**config.mk**
```make
export PLATFORM = sky130hd
export DESIGN_NAME = alu_issue_ctrl_flat
export DESIGN_NICKNAME = d
export VERILOG_FILES = /design/src/rtl/alu_issue_ctrl_pkg.sv /design/src/rtl/alu_issue_ctrl_if.sv /design/src/rtl/alu_issue_ctrl_fifo.sv /design/src/rtl/alu_issue_ctrl.sv /design/src/flat_wrapper.sv
export SDC_FILE = /design/constraint.sdc
export NUM_CORES = 1
export LEC_CHECK = 0
export ABC_AREA = 0
export BUFFER_PORTS_ARGS = -buffer_cell sky130_fd_sc_hd__buf_2
export CAP_MARGIN = 20
export CORE_MARGIN = 2
export CORE_UTILIZATION = 58
export DETAILED_ROUTE_END_ITERATION = 12
export GPL_ROUTABILITY_DRIVEN = 0
export PLACE_DENSITY_LB_ADDON = 0.08
export RECOVER_POWER = 25
export SLEW_MARGIN = 20
export SYNTH_ARGS = -nofsm -noshare
export SYNTH_HDL_FRONTEND = slang
export SYNTH_SLANG_ARGS = --single-unit
export TNS_END_PERCENT = 5
```
**constraint.sdc**
```tcl
create_clock -name clk -period 6.1 [get_ports clk]
set_input_delay 0.61 -clock clk [delete_from_list [all_inputs] [get_ports clk]]
set_output_delay 0.61 -clock clk [all_outputs]
set_load 0.01 [all_outputs]
```
**src/rtl/alu_issue_ctrl_pkg.sv**
```systemverilog
// alu_issue_ctrl shared types: ALU opcodes, widths, FSM encoding.
package alu_issue_ctrl_pkg;

  localparam int ALU_OPW = 5;
  localparam int ALU_DW  = 32;

  localparam logic [ALU_OPW-1:0] OP_NOP = 5'h00;
  localparam logic [ALU_OPW-1:0] OP_ADD = 5'h01;
  localparam logic [ALU_OPW-1:0] OP_SUB = 5'h02;
  localparam logic [ALU_OPW-1:0] OP_AND = 5'h03;
  localparam logic [ALU_OPW-1:0] OP_OR  = 5'h04;
  localparam logic [ALU_OPW-1:0] OP_XOR = 5'h05;

  typedef enum logic [1:0] {
    IDLE = 2'd0,
    EXEC = 2'd1,
    RESP = 2'd2
  } state_t;

endpackage

```
**src/rtl/alu_issue_ctrl_if.sv**
```systemverilog
// Command/response handshake bundle for alu_issue_ctrl.
interface alu_issue_ctrl_if #(
  parameter int TAG_W = 4
);
  import alu_issue_ctrl_pkg::*;

  logic               cmd_valid;
  logic               cmd_ready;
  logic [ALU_OPW-1:0] cmd_opcode;
  logic [ALU_DW-1:0]  cmd_a;
  logic [ALU_DW-1:0]  cmd_b;
  logic [TAG_W-1:0]   cmd_tag;

  logic               rsp_valid;
  logic               rsp_ready;
  logic [ALU_DW-1:0]  rsp_result;
  logic               rsp_overflow;
  logic               rsp_error;
  logic [TAG_W-1:0]   rsp_tag;

  modport master (
    output cmd_valid, cmd_opcode, cmd_a,
    output cmd_b, cmd_tag, rsp_ready,
    input  cmd_ready, rsp_valid, rsp_result,
    input  rsp_overflow, rsp_error, rsp_tag
  );

  modport slave (
    input  cmd_valid, cmd_opcode, cmd_a,
    input  cmd_b, cmd_tag, rsp_ready,
    output cmd_ready, rsp_valid, rsp_result,
    output rsp_overflow, rsp_error, rsp_tag
  );

endinterface

```
**src/rtl/alu_issue_ctrl_fifo.sv**
```systemverilog
// alu_cmd_fifo: in-order command buffer, power-of-2 depth.
module alu_cmd_fifo #(
  parameter int W     = 8,
  parameter int DEPTH = 2
) (
  input  logic         clk,
  input  logic         reset_n,
  input  logic         push,
  input  logic [W-1:0] wdata,
  input  logic         pop,
  output logic [W-1:0] rdata,
  output logic         full,
  output logic         empty
);

  localparam int AW = $clog2(DEPTH);

  logic [W-1:0]  mem [DEPTH];
  logic [AW-1:0] wptr;
  logic [AW-1:0] rptr;
  logic [AW:0]   cnt;
  logic          push_ok;
  logic          pop_ok;

  assign full    = cnt == (AW+1)'(DEPTH);
  assign empty   = cnt == '0;
  assign push_ok = push && !full;
  assign pop_ok  = pop && !empty;
  assign rdata   = mem[rptr];

  always_ff @(posedge clk or negedge reset_n) begin
    if (!reset_n) begin
      wptr <= '0;
      rptr <= '0;
      cnt  <= '0;
    end else begin
      if (push_ok) wptr <= wptr + 1'b1;
      if (pop_ok)  rptr <= rptr + 1'b1;
      cnt <= cnt + (AW+1)'(push_ok)
                 - (AW+1)'(pop_ok);
    end
  end

  always_ff @(posedge clk) begin
    if (push_ok) mem[wptr] <= wdata;
  end

endmodule

```
**src/rtl/alu_issue_ctrl.sv**
```systemverilog
// Issue sequencer: FIFO -> ALU -> tagged response.
// Define ALU_TIMEOUT_EN to force an error after TIMEOUT_CYCLES.
module alu_issue_ctrl
  import alu_issue_ctrl_pkg::*;
#(
  parameter int CMD_DEPTH      = 2,
  parameter int TAG_W          = 4,
  parameter int TIMEOUT_CYCLES = 15
) (
  input  logic               clk,
  input  logic               reset_n,
  alu_issue_ctrl_if.slave    bus,
  output logic               alu_enable,
  output logic [ALU_OPW-1:0] alu_opcode,
  output logic [ALU_DW-1:0]  alu_data_a,
  output logic [ALU_DW-1:0]  alu_data_b,
  input  logic [ALU_DW-1:0]  alu_result,
  input  logic               alu_overflow,
  input  logic               alu_error,
  input  logic               alu_done,
  output logic               busy
);

  localparam int FW = ALU_OPW + 2*ALU_DW + TAG_W;

  if (CMD_DEPTH < 2 || TIMEOUT_CYCLES < 1) begin : g_bad
    $error("alu_issue_ctrl: bad parameters");
  end

  state_t             state;
  logic               full;
  logic               empty;
  logic               push;
  logic               pop;
  logic               hs;
  logic               timeout;
  logic [FW-1:0]      head;
  logic [ALU_OPW-1:0] h_op;
  logic [ALU_DW-1:0]  h_a;
  logic [ALU_DW-1:0]  h_b;
  logic [TAG_W-1:0]   h_tag;
  logic [TAG_W-1:0]   tag_q;

  logic               rsp_valid_q;
  logic [ALU_DW-1:0]  rsp_result_q;
  logic               rsp_ovf_q;
  logic               rsp_err_q;
  logic [TAG_W-1:0]   rsp_tag_q;

  assign push = bus.cmd_valid && !full;
  assign hs   = (state == RESP) && bus.rsp_ready;
  assign pop  = !empty && ((state == IDLE) || hs);
  assign busy = (state != IDLE) || !empty;

  assign bus.cmd_ready    = !full;
  assign bus.rsp_valid    = rsp_valid_q;
  assign bus.rsp_result   = rsp_result_q;
  assign bus.rsp_overflow = rsp_ovf_q;
  assign bus.rsp_error    = rsp_err_q;
  assign bus.rsp_tag      = rsp_tag_q;

  assign {h_op, h_a, h_b, h_tag} = head;

  alu_cmd_fifo #(
    .W     (FW),
    .DEPTH (CMD_DEPTH)
  ) u_fifo (
    .clk     (clk),
    .reset_n (reset_n),
    .push    (push),
    .wdata   ({bus.cmd_opcode, bus.cmd_a,
               bus.cmd_b, bus.cmd_tag}),
    .pop     (pop),
    .rdata   (head),
    .full    (full),
    .empty   (empty)
  );

`ifdef ALU_TIMEOUT_EN
  localparam int TW = $clog2(TIMEOUT_CYCLES + 1);

  logic [TW-1:0] to_cnt;

  assign timeout = to_cnt == TW'(TIMEOUT_CYCLES - 1);

  // Counts EXEC cycles already spent on the current op.
  always_ff @(posedge clk or negedge reset_n) begin
    if (!reset_n)           to_cnt <= '0;
    else if (state != EXEC) to_cnt <= '0;
    else                    to_cnt <= to_cnt + 1'b1;
  end
`else
  assign timeout = 1'b0;
`endif

  always_ff @(posedge clk or negedge reset_n) begin
    if (!reset_n) begin
      alu_opcode <= '0;
      alu_data_a <= '0;
      alu_data_b <= '0;
      tag_q      <= '0;
    end else if (pop) begin
      alu_opcode <= h_op;
      alu_data_a <= h_a;
      alu_data_b <= h_b;
      tag_q      <= h_tag;
    end
  end

  always_ff @(posedge clk or negedge reset_n) begin
    if (!reset_n) begin
      state        <= IDLE;
      alu_enable   <= 1'b0;
      rsp_valid_q  <= 1'b0;
      rsp_result_q <= '0;
      rsp_ovf_q    <= 1'b0;
      rsp_err_q    <= 1'b0;
      rsp_tag_q    <= '0;
    end else begin
      unique case (state)
        IDLE: begin
          if (!empty) begin
            state      <= EXEC;
            alu_enable <= 1'b1;
          end
        end
        EXEC: begin
          if (alu_done || alu_error || timeout) begin
            state       <= RESP;
            alu_enable  <= 1'b0;
            rsp_valid_q <= 1'b1;
            rsp_tag_q   <= tag_q;
            // Error beats done; done beats timeout.
            priority case (1'b1)
              alu_error: begin
                rsp_err_q    <= 1'b1;
                rsp_result_q <= '0;
                rsp_ovf_q    <= 1'b0;
              end
              alu_done: begin
                rsp_err_q <= 1'b0;
                if (alu_opcode == OP_NOP) begin
                  rsp_result_q <= '0;
                  rsp_ovf_q    <= 1'b0;
                end else begin
                  rsp_result_q <= alu_result;
                  rsp_ovf_q    <= alu_overflow;
                end
              end
              default: begin
                rsp_err_q    <= 1'b1;
                rsp_result_q <= '0;
                rsp_ovf_q    <= 1'b0;
              end
            endcase
          end
        end
        RESP: begin
          if (bus.rsp_ready) begin
            rsp_valid_q <= 1'b0;
            if (!empty) begin
              state      <= EXEC;
              alu_enable <= 1'b1;
            end else begin
              state <= IDLE;
            end
          end
        end
        default: begin
          state      <= IDLE;
          alu_enable <= 1'b0;
        end
      endcase
    end
  end

endmodule

```
**src/flat_wrapper.sv**
```systemverilog
// flat-port wrapper written by rule: the top's interface ports become plain ports
module alu_issue_ctrl_flat import alu_issue_ctrl_pkg::*;
#(
  parameter int CMD_DEPTH      = 2,
  parameter int TAG_W          = 4,
  parameter int TIMEOUT_CYCLES = 15
)
  (clk, reset_n, alu_enable, alu_opcode, alu_data_a, alu_data_b, alu_result, alu_overflow, alu_error, alu_done, busy, bus_cmd_valid, bus_cmd_opcode, bus_cmd_a, bus_cmd_b, bus_cmd_tag, bus_rsp_ready, bus_cmd_ready, bus_rsp_valid, bus_rsp_result, bus_rsp_overflow, bus_rsp_error, bus_rsp_tag);
  alu_issue_ctrl_if #(.TAG_W(TAG_W)) bus_i ();
  input  logic clk;
  input  logic reset_n;
  output logic alu_enable;
  output logic [ALU_OPW-1:0] alu_opcode;
  output logic [ALU_DW-1:0] alu_data_a;
  output logic [ALU_DW-1:0] alu_data_b;
  input  logic [ALU_DW-1:0] alu_result;
  input  logic alu_overflow;
  input  logic alu_error;
  input  logic alu_done;
  output logic busy;
  input wire logic [$bits(bus_i.cmd_valid)-1:0] bus_cmd_valid;
  input wire logic [$bits(bus_i.cmd_opcode)-1:0] bus_cmd_opcode;
  input wire logic [$bits(bus_i.cmd_a)-1:0] bus_cmd_a;
  input wire logic [$bits(bus_i.cmd_b)-1:0] bus_cmd_b;
  input wire logic [$bits(bus_i.cmd_tag)-1:0] bus_cmd_tag;
  input wire logic [$bits(bus_i.rsp_ready)-1:0] bus_rsp_ready;
  output wire logic [$bits(bus_i.cmd_ready)-1:0] bus_cmd_ready;
  output wire logic [$bits(bus_i.rsp_valid)-1:0] bus_rsp_valid;
  output wire logic [$bits(bus_i.rsp_result)-1:0] bus_rsp_result;
  output wire logic [$bits(bus_i.rsp_overflow)-1:0] bus_rsp_overflow;
  output wire logic [$bits(bus_i.rsp_error)-1:0] bus_rsp_error;
  output wire logic [$bits(bus_i.rsp_tag)-1:0] bus_rsp_tag;
  assign bus_i.cmd_valid = bus_cmd_valid;
  assign bus_i.cmd_opcode = bus_cmd_opcode;
  assign bus_i.cmd_a = bus_cmd_a;
  assign bus_i.cmd_b = bus_cmd_b;
  assign bus_i.cmd_tag = bus_cmd_tag;
  assign bus_i.rsp_ready = bus_rsp_ready;
  assign bus_cmd_ready = bus_i.cmd_ready;
  assign bus_rsp_valid = bus_i.rsp_valid;
  assign bus_rsp_result = bus_i.rsp_result;
  assign bus_rsp_overflow = bus_i.rsp_overflow;
  assign bus_rsp_error = bus_i.rsp_error;
  assign bus_rsp_tag = bus_i.rsp_tag;
  alu_issue_ctrl #(.CMD_DEPTH(CMD_DEPTH), .TAG_W(TAG_W), .TIMEOUT_CYCLES(TIMEOUT_CYCLES)) u_core (.clk(clk), .reset_n(reset_n), .bus(bus_i), .alu_enable(alu_enable), .alu_opcode(alu_opcode), .alu_data_a(alu_data_a), .alu_data_b(alu_data_b), .alu_result(alu_result), .alu_overflow(alu_overflow), .alu_error(alu_error), .alu_done(alu_done), .busy(busy));
endmodule
```
======== Word level (Yosys, flattened, before mapping) ========
Memory sizes are Yosys's and may differ from the RTL's. A register that Yosys moved wholly into a read port is not among the register bits.
Index checks and enable logic that the tools add are counted.
storage, ports and cells
  memory bits (read-only) ................. 0
  bits in writable memories ............... 146
  output and inout bits ................... 111
  latch bits .............................. 0
  memories kept ........................... 1
  flip-flop bits (word level) ............. 46
operators by class
  $add $sub $neg .......................... 4
  div/mod/pow operators ................... 0
  equality and inequality tests ........... 6
  $mul .................................... 0
  shift operators ......................... 0
  order comparisons ....................... 0
  bitwise logic cells ..................... 0
  reduce and logical (&&, ||, !) cells .... 20
  mux-type cells .......................... 22
memories
  name               depth  bits a word  read ports  clocked after Yosys merged registers in  wr ports  line                       RTL
  u_core.u_fifo.mem  2      73           1           1                                        1         alu_issue_ctrl_fifo.sv:18  logic [W-1:0] mem [DEPTH];
operators by type and width
  operator                                                                  count
  32-bit two-way mux                                                        3
  1-bit two-way mux                                                         13
  2-bit two-way mux                                                         3
  2-bit one-hot mux with 3 select lines                                     1
  3-bit AND reduction                                                       2
  1-bit logical AND                                                         5
  5-bit zero test                                                           1
  2-bit equality test (second input constant)                               2
  2-bit zero test                                                           2
  2-bit inequality test (second input constant)                             2
  2-bit AND reduction                                                       2
  2-bit nonzero test                                                        2
  1-bit zero test                                                           3
  1-bit logical OR                                                          3
  1-bit one-hot mux with 3 select lines                                     1
  1-bit adder (second input constant)                                       2
  2-bit by 1-bit adder with 2-bit output                                    1
  2-bit by 1-bit equality test with 1-bit output (second input constant)    1
  2-bit by 1-bit inequality test with 1-bit output (second input constant)  1
  1-bit one-hot mux with 2 select lines                                     1
  2-bit by 1-bit subtractor with 2-bit output                               1

======== Longest topological paths before layout ========
  depth in word-level cells ............... 6
  gate-level depth with buffers ........... 8
  gate-level depth less buffers ........... 7

======== Cells and area by module ========
Synthesis repeated with hierarchy kept, for this count alone.
unflattened totals
  cells, all modules ...................... 510
  area, all modules ....................... 9985.8 sq um
modules (own cells, without submodules)
  module          cells an instance  times used  sequential area each (sq um)  area an instance (sq um)
  alu_cmd_fifo    245                1           4484.3                        5713.0
  alu_issue_ctrl  265                1           2877.8                        4272.8

======== Least setup slack after synthesis ========
No wires, ideal clock.
  path kind ............................... input-to-reg
  start ................................... in bus_cmd_valid
  end ..................................... mem u_core.u_fifo.mem[0][0] in the netlist's numbering (enable)
  setup time .............................. 505 ps
  slack ................................... 1841 ps
  cell stages on the path ................. 2
  arrival ................................. 3754 ps
  path buffers ............................ 0
  cells stage by stage .................... nand2_1 nor2_1
on the way
  longest elaborated chain between the ends .. 4
RTL lines
  what                                     line                       RTL
  from (decl)                              flat_wrapper.sv:21         input wire logic [$bits(bus_i.cmd_valid)-1:0] bus_cmd_valid;
  1-bit logical AND                        alu_issue_ctrl.sv:50       assign push = bus.cmd_valid && !full;
  1-bit logical AND                        alu_issue_ctrl_fifo.sv:27  assign push_ok = push && !full;
  1-bit two-way mux                        alu_issue_ctrl_fifo.sv:45  if (push_ok) mem[wptr] <= wdata;
  1-bit two-way mux (not written as such)  alu_issue_ctrl_fifo.sv:45
  to (decl)                                alu_issue_ctrl_fifo.sv:18
No other way between the ends.

======== Worst setup path in the final report ========
  start ................................... reg u_core.u_fifo.cnt[1]
  end ..................................... mem u_core.u_fifo.mem[0][22] in the netlist's numbering (enable)
on the way
  longest elaborated chain between the ends .. 6
RTL lines
  what                                         line                                             RTL
  from (decl)                                  alu_issue_ctrl_fifo.sv:21                        logic [AW:0] cnt;
  from (signal assigned)                       alu_issue_ctrl_fifo.sv:39                        cnt <= cnt + (AW+1)'(push_ok)
  2-bit equality test (*)                      alu_issue_ctrl_fifo.sv:25                        assign full = cnt == (AW+1)'(DEPTH);
  1-bit zero test (*)                          alu_issue_ctrl_fifo.sv:27, alu_issue_ctrl.sv:50
  1-bit logical AND                            alu_issue_ctrl.sv:50
  1-bit logical AND (*)                        alu_issue_ctrl_fifo.sv:27
  1-bit two-way mux (*)                        alu_issue_ctrl_fifo.sv:45
  1-bit two-way mux (not written as such) (*)  alu_issue_ctrl_fifo.sv:45
Every way passes the cells marked *; elsewhere a longest branch is shown, timed or not.

==> out/qor.json <==
{
  "timing": {
    "post_route_setup_tns_ps": 0,
    "max_slew.worst_pin.slew_ps": 1070,
    "fin_crit_ps": 2540,
    "slew_viol_final": 0,
    "achievable-frequency_mhz": 393,
    "timing.final.crit_share": 0.417,
    "maxSlewHeadroom": 0.286,
    "finalClockSkew_ps": 9.95,
    "final_hold_viol_count": 0,
    "hold-worst-slack_ps": 222,
    "rsz_0062_raised_after_global_routing": "false",
    "setup_slack_ps": 3560,
    "setup_viol": 0
  },
  "power": {
    "irDropWorstVdd_v": 0.000355,
    "leakagePower_nw": 4.88,
    "powerDensity_nw_per_um2": 551
  },
  "floorplanning": {
    "die-width_um": 133,
    "floorplan.initialDensity": 0.589,
    "number_of_rows_in_the_core_area": 47,
    "chipHeight_um": 133,
    "fp.coreArea_um2": 16500,
    "ioPinCount": 223,
    "die-area_um2": 17800
  },
  "global_routing": {
    "grt-ovfl-total": 0,
    "grt_antenna_before_repair": 2,
    "grt.total_usage": 0.210,
    "largest_net_degree_at_the_start_of_global_routing": 75,
    "first_global_vias": 5647,
    "global_route_wire_length_before_repair_um": 29200
  },
  "clocking": {
    "tritoncts": "built",
    "cts_htree_levels": 1,
    "cts_hold_fix_bufs": 0,
    "cts_resized": 0,
    "cts_inserted_buffers": 26,
    "cts_post_setup_buffers_inserted": 0,
    "clock_insertion_delay_worst_skew_ps": 520,
    "ctsLongestPathBuffers": 3,
    "clkTransAtPathRegs_ps": 60,
    "clkSinkCount": 265,
    "ctsRootBufferMaster": "sky130_fd_sc_hd__clkbuf_16"
  },
  "route": {
    "drt-total-wl_um": 18500,
    "wl_per_cell_um": 18.9,
    "detailedRoute.firstIterationViolations": 232,
    "detailed_router_iteration_count_before_antenna_repair": 4,
    "drt.antenna.violating_nets": 0,
    "detailroute.via_count": 5191,
    "detail_route.drc_violations": 0,
    "vias_per_cell": 5.31
  },
  "critical_path": {
    "critical_path.startpoint_type": "flip-flop",
    "worst_r2r_startpoint": "u_core.u_fifo.cnt[1]",
    "critPathLaunch": "u_core.u_fifo.cnt[1]",
    "timing.reg2reg.worst_path_depth": 4,
    "worstSetupEndpoint": "u_core.u_fifo.mem[0][22]",
    "regToRegEndpoint": "u_core.u_fifo.mem[0][22]",
    "critPathArrivalTime_ps": 2690,
    "setup.worst_path.class": "flip-flop to flip-flop",
    "critical_path.max_fanout": 39,
    "worst-r2r-setup-slack_ps": 3560,
    "worst-endpoint-required_ps": 6250,
    "critPathCaptureType": "flip-flop"
  },
  "placed_design": {
    "placedCellCount": 926,
    "place_hpwl_um": 11500,
    "preCtsSetupSlack_ps": 3240,
    "place_area_um2": 11000,
    "numPortBuffers": 222
  },
  "synthesis": {
    "synthesis.nets": 616,
    "number_of_synthesis_warnings": 0,
    "synth_area_leaders": "sky130_fd_sc_hd__edfxtp_1, sky130_fd_sc_hd__dfrtp_1, sky130_fd_sc_hd__mux2_2, sky130_fd_sc_hd__mux2_1, sky130_fd_sc_hd__a22o_1",
    "seq_area_frac_synth": 0.759,
    "ys_ff_latch": 265,
    "synth.distinct_cells": 26,
    "syn_inst_count": 502,
    "synth_largest_area_cell": "sky130_fd_sc_hd__edfxtp_1",
    "mappedNetlistArea_um2": 9700,
    "synth_top_area_frac": 0.452,
    "synth_area_per_cell_um2": 19.3
  },
  "finish": {
    "final_cell_mix": "sky130_fd_sc_hd__buf_2, sky130_fd_sc_hd__edfxtp_1, sky130_fd_sc_hd__mux2_2",
    "post_route_cells_drive_above_1_share": 0.464,
    "post-route-cell-area_um2": 11900,
    "design.final.nets": 850,
    "fillerInstances": 1098,
    "fin_cells": 977,
    "layout-area-overhead-vs-synth_pct": 22.6,
    "most_common_library_cell_in_the_layout_ignoring_fill_and_taps": "sky130_fd_sc_hd__buf_2"
  },
  "run_status": {
    "outcome": "completed"
  },
  "worst_hold_path": {
    "min-delay-path-class": "input port to asynchronous set/reset pin"
  },
  "flow_run": {
    "maxCapViolations": 0
  }
}
-- sequential cells by signal, indices dropped and copies added (netlist names) --
register / count
u_core.tag_q: 4
u_core.alu_data_b: 32
u_core.u_fifo.rptr: 1
u_core.state: 2
u_core.alu_enable: 1
u_core.alu_opcode: 5
u_core.alu_data_a: 32
u_core.bus.rsp_result: 32
u_core.u_fifo.wptr: 1
u_core.bus.rsp_error: 1
u_core.bus.rsp_valid: 1
u_core.bus.rsp_tag: 4
u_core.bus.rsp_overflow: 1
u_core.u_fifo.mem: 146
u_core.u_fifo.cnt: 2
-- how the worst min path moves through the flow --
stage,startpoint,end,slack [ps],cells after the start
global route,bus_cmd_a[0],u_core.u_fifo.mem[0][36],260,1
finish,reset_n,u_core.alu_data_a[14],220,1
CTS,reset_n,u_core.alu_data_a[14],260,1
global placement,u_core.alu_enable,u_core.alu_enable,460,1
detailed placement,u_core.alu_enable,u_core.alu_enable,470,1
floorplan,reset_n,u_core.alu_data_a[0],310,0
-- power breakdown --
part	total (W)	switching, W	internal, W
clock network	0.00164	0.000633	0.00101
registers	0.00295	0.000371	0.00258
logic	0.00197	0.000943	0.00102
total	0.00656	0.00195	0.00461
-- stage by stage --
stage / power [W] / utilization
2_1_floorplan: 0.00425 / -
3_5_place_dp: 0.00497 / 0.669
5_1_grt: 0.00691 / 0.722
3_3_place_gp: 0.00488 / 0.669
4_1_cts: 0.00663 / 0.723
6_report: 0.00656 / 0.722
-- cells by family (layout without fill, tap and decap cells) --
kind of cell,Yosys count,after routing,share of synthesized area
other,0,1,0
AO/OA/AOI/OAI,42,42,0.0383
adder cells (fa/ha/maj),2,2,0.00258
multiplexers,150,150,0.174
buffers and inverters,25,279,0.0155
AND/OR/NAND/NOR,14,14,0.00709
flip-flops,265,265,0.759
XOR/XNOR,4,4,0.00361
-- layer usage --
metal,global-route usage,up-vias,wire length (um)
met3,0.0491,38,1280
met4,0.0721,2,546
met5,0,-,11
met2,0.355,182,9220
li1,-,2373,-
met1,0.269,2596,7410
-- cell type report --
class | count | area, um^2 | area share
flip-flops and latches | 265 | 7370 | 0.619
repair buffers | 229 | 1130 | 0.0954
multi-input cells | 212 | 2210 | 0.186
well taps | 220 | 275 | 0.0231
clock inverters | 8 | 116 | 0.00978
diodes | 1 | 2.50 | 0.000210
clock buffers | 40 | 785 | 0.0659
inverters | 2 | 7.51 | 0.000631
-- synth_stat cells, drive strengths merged --
cell / n
and3: 1
nand2b: 2
a211oi: 2
xnor2: 3
clkbuf: 3
ha: 2
nand2: 3
nor3: 1
mux2: 150
xor2: 1
a21o: 2
nor2: 5
and2b: 1
o21ai: 3
dfrtp: 119
inv: 2
buf: 20
nand3b: 1
a22o: 34
o31ai: 1
edfxtp: 146
-- worst max-delay path, cell delays in order, from the launching register on --
cell and delay [ps]:
sky130_fd_sc_hd__dfrtp_1 410, sky130_fd_sc_hd__nand2b_1 140, sky130_fd_sc_hd__nand2_1 150, sky130_fd_sc_hd__nor2_4 820, sky130_fd_sc_hd__buf_4 620
Power figures use the tool's default switching activity.
